$ cat config.mk
export PLATFORM = sky130hd
export DESIGN_NAME = decode_stage_pipe_flat
export DESIGN_NICKNAME = d
export VERILOG_FILES = /design/src/rtl/decode_stage_pipe_if.sv /design/src/rtl/decode_stage_pipe.sv /design/src/flat_wrapper.sv
export SDC_FILE = /design/constraint.sdc
export NUM_CORES = 2
export LEC_CHECK = 0
export CORE_AREA = 2 2 336 338
export CTS_CLUSTER_DIAMETER = 120
export CTS_CLUSTER_SIZE = 16
export DETAILED_ROUTE_END_ITERATION = 8
export DIE_AREA = 0 0 338 340
export GPL_ROUTABILITY_DRIVEN = 0
export MAX_ROUTING_LAYER = met4
export PLACE_DENSITY = 0.82
export SYNTH_ARGS = -nofsm -noshare
export SYNTH_HDL_FRONTEND = slang
export SYNTH_SLANG_ARGS = --single-unit
$ cat constraint.sdc
create_clock -name clk -period 13.2 [get_ports clk]
set_clock_uncertainty 0.2 [all_clocks]
set_input_delay 3.96 -clock clk [delete_from_list [all_inputs] [get_ports clk]]
set_output_delay 3.96 -clock clk [all_outputs]
set_load 0.01 [all_outputs]
$ cat src/rtl/decode_stage_pipe_if.sv
`default_nettype none
// ============================================================================
// decode_stage_pipe_if : D-stage inputs, redirect outputs and E-register bus
// Revision 1.0
// ============================================================================
interface decode_stage_pipe_if #(
  parameter int DW       = 32,
  parameter int RF_DEPTH = 32,
  parameter int NFWD     = 3
);
  localparam int AW = $clog2(RF_DEPTH);
  localparam int SW = $clog2(NFWD + 1);

  logic [31:0]        pc_d;
  logic [31:0]        instr_d;
  logic               valid_d;
  logic               stall;
  logic               flush;
  logic               hold_e;
  logic [1:0]         npc_sel;
  logic [2:0]         br_cond;
  logic [1:0]         ext_op;
  logic               rf_we_w;
  logic [AW-1:0]      rf_waddr_w;
  logic [DW-1:0]      rf_wdata_w;
  logic [NFWD*DW-1:0] fwd_data;
  logic [SW-1:0]      fwd_sel_rs;
  logic [SW-1:0]      fwd_sel_rt;
  logic [31:0]        npc;
  logic               pc_src;
  logic               br_taken;
  logic [31:0]        pc_e;
  logic [31:0]        instr_e;
  logic [DW-1:0]      rs_e;
  logic [DW-1:0]      rt_e;
  logic [DW-1:0]      ext_e;
  logic               valid_e;

  modport master (
    output pc_d, instr_d, valid_d, stall, flush, hold_e, npc_sel, br_cond, ext_op,
           rf_we_w, rf_waddr_w, rf_wdata_w, fwd_data, fwd_sel_rs, fwd_sel_rt,
    input  npc, pc_src, br_taken, pc_e, instr_e, rs_e, rt_e, ext_e, valid_e
  );

  modport slave (
    input  pc_d, instr_d, valid_d, stall, flush, hold_e, npc_sel, br_cond, ext_op,
           rf_we_w, rf_waddr_w, rf_wdata_w, fwd_data, fwd_sel_rs, fwd_sel_rt,
    output npc, pc_src, br_taken, pc_e, instr_e, rs_e, rt_e, ext_e, valid_e
  );
endinterface
`default_nettype wire

$ cat src/rtl/decode_stage_pipe.sv
`default_nettype none
// ============================================================================
// decode_stage_pipe : register file, operand forwarding, branch/next-PC
//                     resolution and D->E pipeline register.
// Option macro DECODE_WB_BYPASS_EN : same-cycle write-through on RF reads.
// Revision 1.0
// ============================================================================
module decode_stage_pipe #(
  parameter int DW       = 32,
  parameter int RF_DEPTH = 32,
  parameter int NFWD     = 3
) (
  input logic                clk,
  input logic                reset,
  decode_stage_pipe_if.slave bus
);
  localparam int AW = $clog2(RF_DEPTH);
  localparam int SW = $clog2(NFWD + 1);

  localparam logic [1:0] c_npc_seq  = 2'd0;
  localparam logic [1:0] c_npc_br   = 2'd1;
  localparam logic [1:0] c_npc_j    = 2'd2;
  localparam logic [1:0] c_npc_jr   = 2'd3;

  localparam logic [2:0] c_br_eq    = 3'd0;
  localparam logic [2:0] c_br_ne    = 3'd1;
  localparam logic [2:0] c_br_lez   = 3'd2;
  localparam logic [2:0] c_br_gtz   = 3'd3;
  localparam logic [2:0] c_br_ltz   = 3'd4;
  localparam logic [2:0] c_br_gez   = 3'd5;

  localparam logic [1:0] c_ext_sign = 2'd1;
  localparam logic [1:0] c_ext_lui  = 2'd2;

  logic [DW-1:0] rf_q [RF_DEPTH];
  logic [DW-1:0] rf_d [RF_DEPTH];

  logic [4:0]    rs_fld;
  logic [4:0]    rt_fld;
  logic [AW-1:0] rs_addr;
  logic [AW-1:0] rt_addr;
  logic [DW-1:0] rf_rs;
  logic [DW-1:0] rf_rt;
  logic [DW-1:0] op_a;
  logic [DW-1:0] op_b;
  logic [15:0]   imm16;
  logic [31:0]   pc4;
  logic [31:0]   br_off;
  logic          cond_ok;
  logic          taken;
  logic [31:0]   npc_val;
  logic [DW-1:0] ext_val;

  logic [31:0]   pc_e_q,    pc_e_d;
  logic [31:0]   instr_e_q, instr_e_d;
  logic [DW-1:0] rs_e_q,    rs_e_d;
  logic [DW-1:0] rt_e_q,    rt_e_d;
  logic [DW-1:0] ext_e_q,   ext_e_d;
  logic          valid_e_q, valid_e_d;

  assign rs_fld  = bus.instr_d[25:21];
  assign rt_fld  = bus.instr_d[20:16];
  assign rs_addr = rs_fld[AW-1:0];
  assign rt_addr = rt_fld[AW-1:0];
  assign imm16   = bus.instr_d[15:0];

  // Register 0 is never written, so its storage stays at the reset value.
  always_comb begin
    rf_d = rf_q;
    if (bus.rf_we_w && (bus.rf_waddr_w != '0)) begin
      rf_d[bus.rf_waddr_w] = bus.rf_wdata_w;
    end
  end

  always_ff @(posedge clk or negedge reset) begin
    if (!reset) begin
      rf_q <= '{default: '0};
    end else begin
      rf_q <= rf_d;
    end
  end

  always_comb begin
    rf_rs = (rs_addr == '0) ? '0 : rf_q[rs_addr];
    rf_rt = (rt_addr == '0) ? '0 : rf_q[rt_addr];
`ifdef DECODE_WB_BYPASS_EN
    if (bus.rf_we_w && (bus.rf_waddr_w != '0) && (bus.rf_waddr_w == rs_addr)) begin
      rf_rs = bus.rf_wdata_w;
    end
    if (bus.rf_we_w && (bus.rf_waddr_w != '0) && (bus.rf_waddr_w == rt_addr)) begin
      rf_rt = bus.rf_wdata_w;
    end
`endif
  end

  // Selector k picks source k-1; 0 and any out-of-range code fall back to the RF.
  always_comb begin
    op_a = rf_rs;
    op_b = rf_rt;
    for (int k = 0; k < NFWD; k++) begin
      if (bus.fwd_sel_rs == SW'(k + 1)) op_a = bus.fwd_data[k*DW +: DW];
      if (bus.fwd_sel_rt == SW'(k + 1)) op_b = bus.fwd_data[k*DW +: DW];
    end
  end

  always_comb begin
    cond_ok = 1'b0;
    case (bus.br_cond)
      c_br_eq:  cond_ok = (op_a == op_b);
      c_br_ne:  cond_ok = (op_a != op_b);
      c_br_lez: cond_ok = op_a[DW-1] || (op_a == '0);
      c_br_gtz: cond_ok = !op_a[DW-1] && (op_a != '0);
      c_br_ltz: cond_ok = op_a[DW-1];
      c_br_gez: cond_ok = !op_a[DW-1];
      default:  cond_ok = 1'b0;
    endcase
  end

  assign pc4    = bus.pc_d + 32'd4;
  assign br_off = {{14{imm16[15]}}, imm16, 2'b00};
  assign taken  = (bus.npc_sel == c_npc_br) && cond_ok;

  always_comb begin
    npc_val = pc4;
    case (bus.npc_sel)
      c_npc_seq: npc_val = pc4;
      c_npc_br:  npc_val = taken ? (pc4 + br_off) : pc4;
      c_npc_j:   npc_val = {pc4[31:28], bus.instr_d[25:0], 2'b00};
      c_npc_jr:  npc_val = op_a[31:0];
      default:   npc_val = pc4;
    endcase
  end

  assign bus.npc      = npc_val;
  assign bus.br_taken = taken;
  assign bus.pc_src   = bus.valid_d && !bus.stall && !bus.flush &&
                        ((bus.npc_sel == c_npc_j) || (bus.npc_sel == c_npc_jr) || taken);

  always_comb begin
    case (bus.ext_op)
      c_ext_sign: ext_val = DW'($signed(imm16));
      c_ext_lui:  ext_val = DW'({imm16, 16'h0000});
      default:    ext_val = DW'(imm16);
    endcase
  end

  // hold_e outranks stall/flush: a frozen E stage must not be overwritten by a bubble.
  always_comb begin
    pc_e_d    = pc_e_q;
    instr_e_d = instr_e_q;
    rs_e_d    = rs_e_q;
    rt_e_d    = rt_e_q;
    ext_e_d   = ext_e_q;
    valid_e_d = valid_e_q;
    if (!bus.hold_e) begin
      if (bus.stall || bus.flush || !bus.valid_d) begin
        pc_e_d    = '0;
        instr_e_d = '0;
        rs_e_d    = '0;
        rt_e_d    = '0;
        ext_e_d   = '0;
        valid_e_d = 1'b0;
      end else begin
        pc_e_d    = bus.pc_d;
        instr_e_d = bus.instr_d;
        rs_e_d    = op_a;
        rt_e_d    = op_b;
        ext_e_d   = ext_val;
        valid_e_d = 1'b1;
      end
    end
  end

  always_ff @(posedge clk or negedge reset) begin
    if (!reset) begin
      pc_e_q    <= '0;
      instr_e_q <= '0;
      rs_e_q    <= '0;
      rt_e_q    <= '0;
      ext_e_q   <= '0;
      valid_e_q <= 1'b0;
    end else begin
      pc_e_q    <= pc_e_d;
      instr_e_q <= instr_e_d;
      rs_e_q    <= rs_e_d;
      rt_e_q    <= rt_e_d;
      ext_e_q   <= ext_e_d;
      valid_e_q <= valid_e_d;
    end
  end

  assign bus.pc_e    = pc_e_q;
  assign bus.instr_e = instr_e_q;
  assign bus.rs_e    = rs_e_q;
  assign bus.rt_e    = rt_e_q;
  assign bus.ext_e   = ext_e_q;
  assign bus.valid_e = valid_e_q;

endmodule
`default_nettype wire

$ cat src/flat_wrapper.sv
// flat-port wrapper written by rule: the top's interface ports become plain ports
module decode_stage_pipe_flat 
#(
  parameter int DW       = 32,
  parameter int RF_DEPTH = 32,
  parameter int NFWD     = 3
)
  (clk, reset, bus_pc_d, bus_instr_d, bus_valid_d, bus_stall, bus_flush, bus_hold_e, bus_npc_sel, bus_br_cond, bus_ext_op, bus_rf_we_w, bus_rf_waddr_w, bus_rf_wdata_w, bus_fwd_data, bus_fwd_sel_rs, bus_fwd_sel_rt, bus_npc, bus_pc_src, bus_br_taken, bus_pc_e, bus_instr_e, bus_rs_e, bus_rt_e, bus_ext_e, bus_valid_e);
  decode_stage_pipe_if #(.DW(DW), .RF_DEPTH(RF_DEPTH), .NFWD(NFWD)) bus_i ();
  input logic clk;
  input logic reset;
  input wire logic [$bits(bus_i.pc_d)-1:0] bus_pc_d;
  input wire logic [$bits(bus_i.instr_d)-1:0] bus_instr_d;
  input wire logic [$bits(bus_i.valid_d)-1:0] bus_valid_d;
  input wire logic [$bits(bus_i.stall)-1:0] bus_stall;
  input wire logic [$bits(bus_i.flush)-1:0] bus_flush;
  input wire logic [$bits(bus_i.hold_e)-1:0] bus_hold_e;
  input wire logic [$bits(bus_i.npc_sel)-1:0] bus_npc_sel;
  input wire logic [$bits(bus_i.br_cond)-1:0] bus_br_cond;
  input wire logic [$bits(bus_i.ext_op)-1:0] bus_ext_op;
  input wire logic [$bits(bus_i.rf_we_w)-1:0] bus_rf_we_w;
  input wire logic [$bits(bus_i.rf_waddr_w)-1:0] bus_rf_waddr_w;
  input wire logic [$bits(bus_i.rf_wdata_w)-1:0] bus_rf_wdata_w;
  input wire logic [$bits(bus_i.fwd_data)-1:0] bus_fwd_data;
  input wire logic [$bits(bus_i.fwd_sel_rs)-1:0] bus_fwd_sel_rs;
  input wire logic [$bits(bus_i.fwd_sel_rt)-1:0] bus_fwd_sel_rt;
  output wire logic [$bits(bus_i.npc)-1:0] bus_npc;
  output wire logic [$bits(bus_i.pc_src)-1:0] bus_pc_src;
  output wire logic [$bits(bus_i.br_taken)-1:0] bus_br_taken;
  output wire logic [$bits(bus_i.pc_e)-1:0] bus_pc_e;
  output wire logic [$bits(bus_i.instr_e)-1:0] bus_instr_e;
  output wire logic [$bits(bus_i.rs_e)-1:0] bus_rs_e;
  output wire logic [$bits(bus_i.rt_e)-1:0] bus_rt_e;
  output wire logic [$bits(bus_i.ext_e)-1:0] bus_ext_e;
  output wire logic [$bits(bus_i.valid_e)-1:0] bus_valid_e;
  assign bus_i.pc_d = bus_pc_d;
  assign bus_i.instr_d = bus_instr_d;
  assign bus_i.valid_d = bus_valid_d;
  assign bus_i.stall = bus_stall;
  assign bus_i.flush = bus_flush;
  assign bus_i.hold_e = bus_hold_e;
  assign bus_i.npc_sel = bus_npc_sel;
  assign bus_i.br_cond = bus_br_cond;
  assign bus_i.ext_op = bus_ext_op;
  assign bus_i.rf_we_w = bus_rf_we_w;
  assign bus_i.rf_waddr_w = bus_rf_waddr_w;
  assign bus_i.rf_wdata_w = bus_rf_wdata_w;
  assign bus_i.fwd_data = bus_fwd_data;
  assign bus_i.fwd_sel_rs = bus_fwd_sel_rs;
  assign bus_i.fwd_sel_rt = bus_fwd_sel_rt;
  assign bus_npc = bus_i.npc;
  assign bus_pc_src = bus_i.pc_src;
  assign bus_br_taken = bus_i.br_taken;
  assign bus_pc_e = bus_i.pc_e;
  assign bus_instr_e = bus_i.instr_e;
  assign bus_rs_e = bus_i.rs_e;
  assign bus_rt_e = bus_i.rt_e;
  assign bus_ext_e = bus_i.ext_e;
  assign bus_valid_e = bus_i.valid_e;
  decode_stage_pipe #(.DW(DW), .RF_DEPTH(RF_DEPTH), .NFWD(NFWD)) u_core (.clk(clk), .reset(reset), .bus(bus_i));
endmodule
==> reports/results.tsv <==
metric	value	unit
final_common_cell	dfrtp_1	
vias_per_cell	7.66	
clock-sinks	1185	
first_pass_iters	9	
synthCells	5014	
hold_slack	0.197	ns
port_buffers	409	
clock.fmax	75.5	MHz
yosysTopAreaCell	dfrtp_1	
finalSetupTns	-0.132	ns
die_h	340	µm
detailedPlacementHpwl	172	mm
grt_usage	0.465	
grt_overflow	0	
post_cts_buffers	0	
wl	260	mm
die_area	115000	µm²
cts_buffers	84	
yosysUniqueCellTypes	95	
synth_top_flop_cell	dfrtp_1	
drt_first_iter_violations	8948	
initial_core_util	0.593	
cts_buffer_depth	3	
cp_slowest_cell	clkdlybuf4s50_1	
drive_gt1_frac	0.369	
powerDensity	130	nW/µm²
cts_tree	built	
path_class	in -> out	
synth.area.top_cells	dfrtp_1 (45%), mux2_2 (18%), mux4_2 (13%)	
syn_area_per_cell	13.2	µm²
synthesis.area	66200	µm²
layout_common_cells	dfrtp_1 (1185), mux2_2 (1068), clkdlybuf4s50_1 (393), mux4_2 (379)	
layout_setup_ws	-0.0447	ns
synth_seq_area_share	0.448	
synth_edf_count	0	
drc	9	
fillCellCount	7672	
hold_class	reg -> reg	
antenna_found_initial	27	
row_count	123	
synth-seq-cells	1185	
tightest_slew	1.29	ns
hold_viol	0	
vdd.ir_drop.worst	0.107	mV
root_buffer	clkbuf_16	
p_leak	32.8	nW
ios	410	
rsz0062_at_grt	no	
critPathTopFamily	buffers and inverters	
finalCritPeriodShare	1.00	
grt_max_degree	173	
synth_nets	5262	
cp.required	9.04	ns
wl_per_cell	37.9	µm
first_global_vias	51800	
worstPathMaxFanout	14	
critical_path.max_stage_delay	0.54	ns
slew_violations	0	
syn2layout_area_growth	13.7	%
nets	5580	
setup_violations	6	
status	finished with violations	
clkSlewWorstSetupHoldPaths	0.07	ns
critical_path_buf_inv_count	8	
ys_warn_count	0	
cp.arrival	9.08	ns
maxCapViolCount	0	
grt_pass1_wl	370	mm
ant_nets	0	
cp_common_cell	buf_4	
endpoint_kind	primary output	
cp-start-kind	primary input	
relSlewSlack	0.135	
path_cells	buf_2 > buf_4 > nand4bb_1 > buf_4 > o22ai_1 > or3_1 > o32a_1 > buf_4 > nand3_1 > nor4b_2 > nand4_1 > nor4_2 > buf_4 > mux2i_1 > a41o_1 > nand2_4 > nand2_2 > inv_2 > buf_12 > nor3b_1 > a211o_1 > clkdlybuf4s50_1	
period_needed	13.24	ns
vias	52700	
synth_top_area_frac	0.448	
htreeDepth	3	
core	112000	µm²
clk_latency	0.74	ns
synthArstFlopShare	1.00	
die_x	338	µm
violations	DRC, setup timing	
-- per-stage QoR --
step	cells	power [mW]	instance area, µm²	worst slack [ns]	util
after floorplan	5014	6.19	66200	1.62	-
after global placement	6747	7.04	72800	-0.0487	0.652
after detailed placement	6747	7.18	72800	-0.104	0.652
after CTS	6841	9.60	75000	0.0829	0.673
after global routing	6868	10.0	75200	0.00688	0.674
final	6876	9.77	75200	-0.0447	0.674
-- Yosys cell counts (all sizes together), types with 27 or more instances --
cell type,count
a31oi,27
clkbuf,285
o21ai,102
buf,213
ha,32
nand3b,27
nand3,44
mux2i,285
a22oi,114
mux4,401
xor2,36
xnor2,40
o211ai,59
nor2,124
mux2,1073
dfrtp,1185
nor3,29
a22o,108
o22ai,57
a21oi,110
nand2,273
-- power breakdown --
group	switching [mW]	leakage (nW)	internal [mW]
Clock	1.34	1.10	1.17
Combinational	1.22	16.3	1.31
Sequential	0.486	15.3	4.24
Total	3.05	32.8	6.73
-- kinds of logic (layout without fill, tap and decap cells) --
kind of cell / after synthesis / in the layout / synth area share
multiplexers: 1759 / 1759 / 0.364
flip-flops: 1185 / 1185 / 0.448
other: 0 / 36 / 0
XOR/XNOR: 76 / 76 / 0.0101
AO/OA/AOI/OAI: 761 / 761 / 0.0823
AND/OR/NAND/NOR: 675 / 675 / 0.0500
buffers and inverters: 525 / 851 / 0.0394
adder cells (fa/ha/maj): 33 / 33 / 0.00635
-- final cells by class --
class                   count  area, µm²  share of cell area
clock buffers              89       2180              0.0290
clock inverters             5       66.3            0.000882
repair buffers            730       6980              0.0928
multi-input cells        3304      34300               0.456
diodes                     36       90.1             0.00120
well taps                1500       1880              0.0249
flip-flops and latches   1185      29700               0.394
inverters                  27        101             0.00135
-- metal layers --
metal  part of all wire  global-route usage  vias up
met5                  0                   -        -
met4              0.098               0.351        0
met3               0.16               0.219     1519
met2               0.41               0.607     5032
met1               0.33               0.554    26400
li1                   -                   -    19800
-- path summary, 6_finish.rpt --
check	slack, ns	to	startpoint	depth (start not counted)
max	-0.04	bus_npc[8]	bus_instr_d[23]	22
min	0.20	u_core.rf_q[1001]	u_core.rf_q[1001]	0
max reg2reg	10.08	u_core.bus.rt_e[12]	u_core.rf_q[12]	6
min reg2reg	0.20	u_core.rf_q[1001]	u_core.rf_q[1001]	0
max in group asynchronous	7.34	u_core.rf_q[449]	reset	3
min in group asynchronous	3.05	u_core.rf_q[34]	reset	1
-- state kept, by name, indices dropped and copies added, names as in the netlist --
name	count
u_core.bus.pc_e	32
u_core.bus.rt_e	32
u_core.bus.instr_e	32
u_core.bus.valid_e	1
u_core.bus.rs_e	32
u_core.rf_q	1024
u_core.bus.ext_e	32
-- timing repair --
item / 4_1_cts / 5_1_grt
endpoints found under the setup margin: 16 / 24
endpoints found under the hold margin: 0 / 0
gates resized for setup: 4 / 18
hold buffers: 0 / 0
No activity file was read; power rests on OpenSTA's default activity.
